**src/rtl/j1_irq_ctrl_if.sv**
```systemverilog
// IO bus between the j1 core and the interrupt controller.
// The core drives strobes, address and write data; the controller returns read data.
interface j1_irq_ctrl_if;
  logic        io_rd;
  logic        io_wr;
  logic [15:0] io_addr;
  logic [15:0] io_wdata;
  logic [15:0] io_rdata;

  modport master (
    output io_rd,
    output io_wr,
    output io_addr,
    output io_wdata,
    input  io_rdata
  );

  modport slave (
    input  io_rd,
    input  io_wr,
    input  io_addr,
    input  io_wdata,
    output io_rdata
  );
endinterface

```
**src/rtl/j1_irq_ctrl.sv**
```systemverilog
// Interrupt controller plus Timer1 for the j1 core.
// Seven external sources are synchronised and edge detected, and a 16-bit
// reload timer provides source 7. All of them latch into a pending register,
// which is masked and registered onto int_rqst.
module j1_irq_ctrl #(
  parameter logic [15:0] BASE     = 16'h0100,
  parameter int unsigned PRESCALE = 16
) (
  input  logic               clk,
  input  logic               resetq,
  j1_irq_ctrl_if.slave       bus,
  input  logic [6:0]         irq_src,
  output logic [7:0]         int_rqst
);

  localparam int unsigned   PW         = (PRESCALE > 1) ? $clog2(PRESCALE) : 1;
  localparam logic [PW-1:0] PRESC_LAST = PW'(PRESCALE - 1);

  localparam logic [15:0] A_PEND   = BASE;
  localparam logic [15:0] A_MASK   = BASE + 16'd1;
  localparam logic [15:0] A_RELOAD = BASE + 16'd2;
  localparam logic [15:0] A_COUNT  = BASE + 16'd3;
  localparam logic [15:0] A_TCTL   = BASE + 16'd4;

  // Source conditioning state
  logic [6:0]    sync1_q, sync2_q, sync3_q;
  logic [2:0]    arm_q;
  logic [6:0]    src_rise;

  // Architectural registers
  logic [7:0]    pend_q, pend_d;
  logic [7:0]    mask_q, mask_d;
  logic [15:0]   reload_q, reload_d;
  logic [15:0]   count_q, count_d;
  logic          run_q, run_d;
  logic [PW-1:0] presc_q, presc_d;
  logic [7:0]    int_rqst_q;

  logic          wr_pend, wr_mask, wr_reload, wr_tctl;
  logic          tick, timer_fire;

  assign wr_pend   = bus.io_wr && (bus.io_addr == A_PEND);
  assign wr_mask   = bus.io_wr && (bus.io_addr == A_MASK);
  assign wr_reload = bus.io_wr && (bus.io_addr == A_RELOAD);
  assign wr_tctl   = bus.io_wr && (bus.io_addr == A_TCTL);

  // arm_q[2] marks that sync3 holds a genuine sample rather than its reset
  // value, so a level already high when reset lifts is not taken as an edge.
  assign src_rise = sync2_q & ~sync3_q & {7{arm_q[2]}};

  // Two-flop synchroniser, edge-detect history and post-reset arming
  always_ff @(posedge clk or negedge resetq) begin
    if (!resetq) begin
      sync1_q <= '0;
      sync2_q <= '0;
      sync3_q <= '0;
      arm_q   <= '0;
    end else begin
      sync1_q <= irq_src;
      sync2_q <= sync1_q;
      sync3_q <= sync2_q;
      arm_q   <= {arm_q[1:0], 1'b1};
    end
  end

  // Timer1: prescaler, down-counter with reload; a RELOAD write overrides a tick
  always_comb begin
    presc_d    = presc_q;
    count_d    = count_q;
    tick       = 1'b0;
    timer_fire = 1'b0;
    if (run_q) begin
      if (presc_q == PRESC_LAST) begin
        presc_d = '0;
        tick    = 1'b1;
      end else begin
        presc_d = presc_q + 1'b1;
      end
    end else begin
      presc_d = '0;
    end
    if (tick) begin
      if (count_q == 16'd0) begin
        count_d    = reload_q;
        timer_fire = 1'b1;
      end else begin
        count_d = count_q - 16'd1;
      end
    end
    if (wr_reload) begin
      count_d    = bus.io_wdata;
      presc_d    = '0;
      timer_fire = 1'b0;
    end
  end

  // Register file next state; new events are OR-ed after the W1C so set wins
  always_comb begin
    pend_d   = pend_q;
    mask_d   = mask_q;
    reload_d = reload_q;
    run_d    = run_q;
    if (wr_pend)   pend_d   = pend_q & ~bus.io_wdata[7:0];
    pend_d = pend_d | {timer_fire, src_rise};
    if (wr_mask)   mask_d   = bus.io_wdata[7:0];
    if (wr_reload) reload_d = bus.io_wdata;
    if (wr_tctl)   run_d    = bus.io_wdata[0];
  end

  // State registers and the masked request output
  always_ff @(posedge clk or negedge resetq) begin
    if (!resetq) begin
      pend_q     <= '0;
      mask_q     <= '0;
      reload_q   <= '0;
      count_q    <= '0;
      run_q      <= 1'b0;
      presc_q    <= '0;
      int_rqst_q <= '0;
    end else begin
      pend_q     <= pend_d;
      mask_q     <= mask_d;
      reload_q   <= reload_d;
      count_q    <= count_d;
      run_q      <= run_d;
      presc_q    <= presc_d;
      int_rqst_q <= pend_q & mask_q;
    end
  end

  assign int_rqst = int_rqst_q;

  // Combinational read mux; zero when idle so it can be OR-ed into io_din
  always_comb begin
    bus.io_rdata = 16'h0000;
    if (bus.io_rd) begin
      case (bus.io_addr)
        A_PEND:   bus.io_rdata = {8'h00, pend_q};
        A_MASK:   bus.io_rdata = {8'h00, mask_q};
        A_RELOAD: bus.io_rdata = reload_q;
        A_COUNT:  bus.io_rdata = count_q;
        A_TCTL:   bus.io_rdata = {15'h0000, run_q};
        default:  bus.io_rdata = 16'h0000;
      endcase
    end
  end

endmodule

```
**src/flat_wrapper.sv**
```systemverilog
// flat-port wrapper written by rule: the top's interface ports become plain ports
module j1_irq_ctrl_flat 
#(
  parameter logic [15:0] BASE     = 16'h0100,
  parameter int unsigned PRESCALE = 16
)
  (clk, resetq, irq_src, int_rqst, bus_io_rd, bus_io_wr, bus_io_addr, bus_io_wdata, bus_io_rdata);
  j1_irq_ctrl_if bus_i ();
  input  logic clk;
  input  logic resetq;
  input  logic [6:0] irq_src;
  output logic [7:0] int_rqst;
  input wire logic [$bits(bus_i.io_rd)-1:0] bus_io_rd;
  input wire logic [$bits(bus_i.io_wr)-1:0] bus_io_wr;
  input wire logic [$bits(bus_i.io_addr)-1:0] bus_io_addr;
  input wire logic [$bits(bus_i.io_wdata)-1:0] bus_io_wdata;
  output wire logic [$bits(bus_i.io_rdata)-1:0] bus_io_rdata;
  assign bus_i.io_rd = bus_io_rd;
  assign bus_i.io_wr = bus_io_wr;
  assign bus_i.io_addr = bus_io_addr;
  assign bus_i.io_wdata = bus_io_wdata;
  assign bus_io_rdata = bus_i.io_rdata;
  j1_irq_ctrl #(.BASE(BASE), .PRESCALE(PRESCALE)) u_core (.clk(clk), .resetq(resetq), .bus(bus_i), .irq_src(irq_src), .int_rqst(int_rqst));
endmodule
```
**config.mk**
```make
export PLATFORM = sky130hd
export DESIGN_NAME = j1_irq_ctrl_flat
export DESIGN_NICKNAME = d
export VERILOG_FILES = /design/src/rtl/j1_irq_ctrl_if.sv /design/src/rtl/j1_irq_ctrl.sv /design/src/flat_wrapper.sv
export SDC_FILE = /design/constraint.sdc
export NUM_CORES = 1
export LEC_CHECK = 0
export BUFFER_PORTS_ARGS = -buffer_cell sky130_fd_sc_hd__buf_4
export CORE_ASPECT_RATIO = 1.4
export CORE_UTILIZATION = 30
export CTS_CLUSTER_SIZE = 40
export DETAILED_ROUTE_END_ITERATION = 10
export GPL_TIMING_DRIVEN = 0
export MAX_ROUTING_LAYER = met4
export PLACE_DENSITY = 0.49
export SYNTH_ARGS = -nofsm -noshare
export SYNTH_HDL_FRONTEND = slang
export SYNTH_SLANG_ARGS = --single-unit
```
**constraint.sdc**
```tcl
create_clock -name clk -period 2.2 [get_ports clk]
set_input_delay 0.11 -clock clk [delete_from_list [all_inputs] [get_ports clk]]
set_output_delay 0.11 -clock clk [all_outputs]
set_load 0.01 [all_outputs]
```
==> impl_metrics.ini <==
[route]
dr_total_vias = 3313
vias_per_cell = 4.967
drt-pass1-iter-count = 5
drtAntennaViolNets = 0
drc_errors = 0
post_drt_wl_per_cell_um = 15.98
finalWirelength_mm = 10.66
drt_iter0_markers = 190

[logic_synthesis]
async_flop_share = 1.000
synth_fp_nets = 437
ys_seq_elements = 85
yosys_warnings = 0
yosysUniqueCellTypes = 57
ys_seq_area_frac = 0.5324
netlist_area_mm2 = 0.003995
synth_ff_type = dfrtp_1
synth.avg_cell_area_um2 = 10.22
synth_edf_count = 0
synth_cells = 391

[finish]
antenna_cells = 0
drive_above_1_share = 0.2495
fin_cells = 667
nNetsFinal = 532
area_growth_pct = 31.35
stdcell_area_mm2 = 0.005248
fin_util = 0.4056

[sta]
fin_skew_ns = 0.004555
holdWs_ns = -0.01611
tightest_slew_ns = 1.072
fmaxAchievable_mhz = 486.1
finalSetupViolations = 0
slew_viol_final = 0
worst_slack_ns = 0.1429
rsz0062_at_grt = yes
fin_crit_sh = 0.9351
maxSlewHeadroom = 0.2850
hold_violations = 26
min_period_ns = 2.057

[cts]
cts_sinks = 85
htreeDepth = 3
clk_pin_slew_ns = 0.06
cts_tree = done
numCtsBuffers = 9
clock_latency_ns = 0.33
clockBufferDepth = 2
root_buffer = clkbuf_16

[setup_path]
required_ns = 2.41
crit_fanout = 10
worstSetupEndpointType = flip-flop
startpoint_type = flip-flop
critical_path_arrival_ns = 2.27
crit_type = flip-flop to flip-flop

[grt]
first_global_vias = 3364
overflow = 0
grt_max_degree = 86
grtUsageTotal = 0.1689
antenna_found_initial = 0
grt_first_pass_wirelength_mm = 17.38

[placed_design]
io_buffers = 65
place.gp.congestion = 0.8536
dp_hpwl_mm = 7.591
place_inst = 634
placed_cell_area_mm2 = 0.004706
pre_cts_ws_ns = -0.2400

[die]
rows = 49
die_area_mm2 = 0.01379
initial_core_util = 0.3088
die_h_um = 138.5
ios = 67
fp.dieW_um = 99.53
core-area_mm2 = 0.01294

[pwr]
p_per_area_mw_per_mm2 = 611.5
total_power_mw = 3.209
ir_drop_mv = 0.4015
power.leakage_nw = 2.327

[outcome]
violations = hold timing
outcome = complete, but fails checks

[min_path]
hold_path.class = input port to async pin

[run]
maxCapViolations = 0
==> cells in the final DEF (no fill, tap or decap), types with 4 or more instances in the layout <==
master         Yosys  routed
nor3_1             6       5
buf_4              0      72
dlygate4sd3_1      0      15
inv_1             13      13
nand3_1           10      10
o21ai_1            9       9
a32o_1             6       6
mux2i_1            4       4
nand2_1           64      64
a22oi_1            8       8
mux2_1             8       8
nor2b_1            4       4
nand4_1            8       8
nor2_1            36      36
dfrtp_1           85      84
and2_1             8       8
nor3b_1            4       4
a222oi_1           8       8
mux2_2             9       9
a21oi_1           10      10
clkbuf_16          0       9
buf_2              7       4
o211ai_1           6       6
o21ai_0           13      13
clkbuf_1          14      10
==> path summary, 6_finish.rpt <==
kind / to / depth (start not counted) / slack [ns] / start
setup / recovery: u_core.count_q[14] / 8 / 0.14 / u_core.count_q[0]
hold / removal: u_core.arm_q[0] / 1 / -0.02 / resetq
setup reg to reg: u_core.count_q[14] / 8 / 0.14 / u_core.count_q[0]
hold reg to reg: u_core.sync2_q[5] / 0 / 0.35 / u_core.sync1_q[5]
max in group asynchronous: u_core.count_q[0] / 1 / 1.48 / resetq
min in group clk: u_core.reload_q[7] / 3 / 0.02 / bus_io_wdata[7]
==> cell usage after synthesis, drive strengths merged, types with 2 or more instances <==
cell type	n	area share
xor2	2	0.0044
mux2	17	0.048
inv	13	0.012
nand3	11	0.017
dfrtp	85	0.53
buf	7	0.0088
nand2b	3	0.0047
a21oi	10	0.013
a31oi	3	0.0047
nand4	9	0.016
nor2b	4	0.0063
a221oi	2	0.0059
nor3b	4	0.0075
or3	2	0.0031
and4	2	0.0044
a32o	6	0.015
nand2	65	0.062
clkbuf	14	0.013
a22oi	8	0.015
mux2i	4	0.010
and2	8	0.013
nor2	36	0.034
o211ai	6	0.011
ha	3	0.0094
and3	2	0.0031
a211o	2	0.0044
nor4b	2	0.0059
o31ai	3	0.0056
a222oi	8	0.020
nor4	5	0.018
o21ai	22	0.028
nor3	9	0.017
==> registers in the layout, indices dropped and copies added (netlist names) <==
signal and count:
u_core.sync3_q 7, u_core.reload_q 16, u_core.int_rqst 8, u_core.run_q 1, u_core.count_q 16, u_core.mask_q 8
u_core.sync1_q 7, u_core.sync2_q 7, u_core.pend_q 8, u_core.arm_q 3, u_core.presc_q 4
==> worst max-delay path, stage by stage, from the launching register on <==
cell,delay [ns]
dfrtp_2,0.45
inv_1,0.12
ha_1,0.22
nor3b_1,0.21
nand4_1,0.20
buf_6,0.21
nor2b_1,0.13
a222oi_1,0.31
o21ai_1,0.09
==> power breakdown <==
part | internal, mW | switching (mW)
registers | 1.59 | 0.00946
logic | 0.0791 | 0.0757
clock network | 0.867 | 0.591
==> stage by stage <==
| step | TNS [ns] | hold slack (ns) |
|---|---|---|
| global placement | -3.483 | 0.2193 |
| CTS | 0 | 0.003517 |
| detailed placement | -4.703 | 0.2203 |
| finish | 0 | -0.01611 |
| floorplan | 0 | -0.1856 |
| global route | -0.07505 | 0.009420 |
==> final cells by class <==
cell class                 count  area [um^2]
buffer                        19        101.3
clock buffer                  10        229.0
clock inverter                 4        51.30
fill                        1271         7689
inverter                      13        48.80
multi-input combinational    272         1783
sequential                    85         2128
tap                          178        222.7
timing repair buffer          86        683.2
==> metal layers <==
metal  vias up  part of all wire  wire length [um]  track usage
met5         -                 0                 0            -
met4         0             0.032               341      0.07895
met3        20             0.020               211      0.01764
met2        63              0.52              5539       0.2825
met1      1642              0.43              4564       0.2033
li1       1588                 -                 -            -
==> what timing repair did <==
action,in CTS,in global routing
gates resized for setup,4,20
hold buffers,15,0
endpoints found under the hold margin,15,0
pin swaps,0,4
buffers inserted,0,6
setup endpoints to repair,12,24
==> logic make-up after synthesis <==
kind of cell,count (synthesis),synth area share
AND/OR/NAND/NOR,166,0.2192
flip-flops,85,0.5324
AO/OA/AOI/OAI,78,0.1394
buffers and inverters,34,0.03414
multiplexers,21,0.05794
adder cells (fa/ha/maj),3,0.009397
XOR/XNOR,3,0.006578
other,1,0.0009387
No activity file was read; power rests on OpenSTA's default activity.
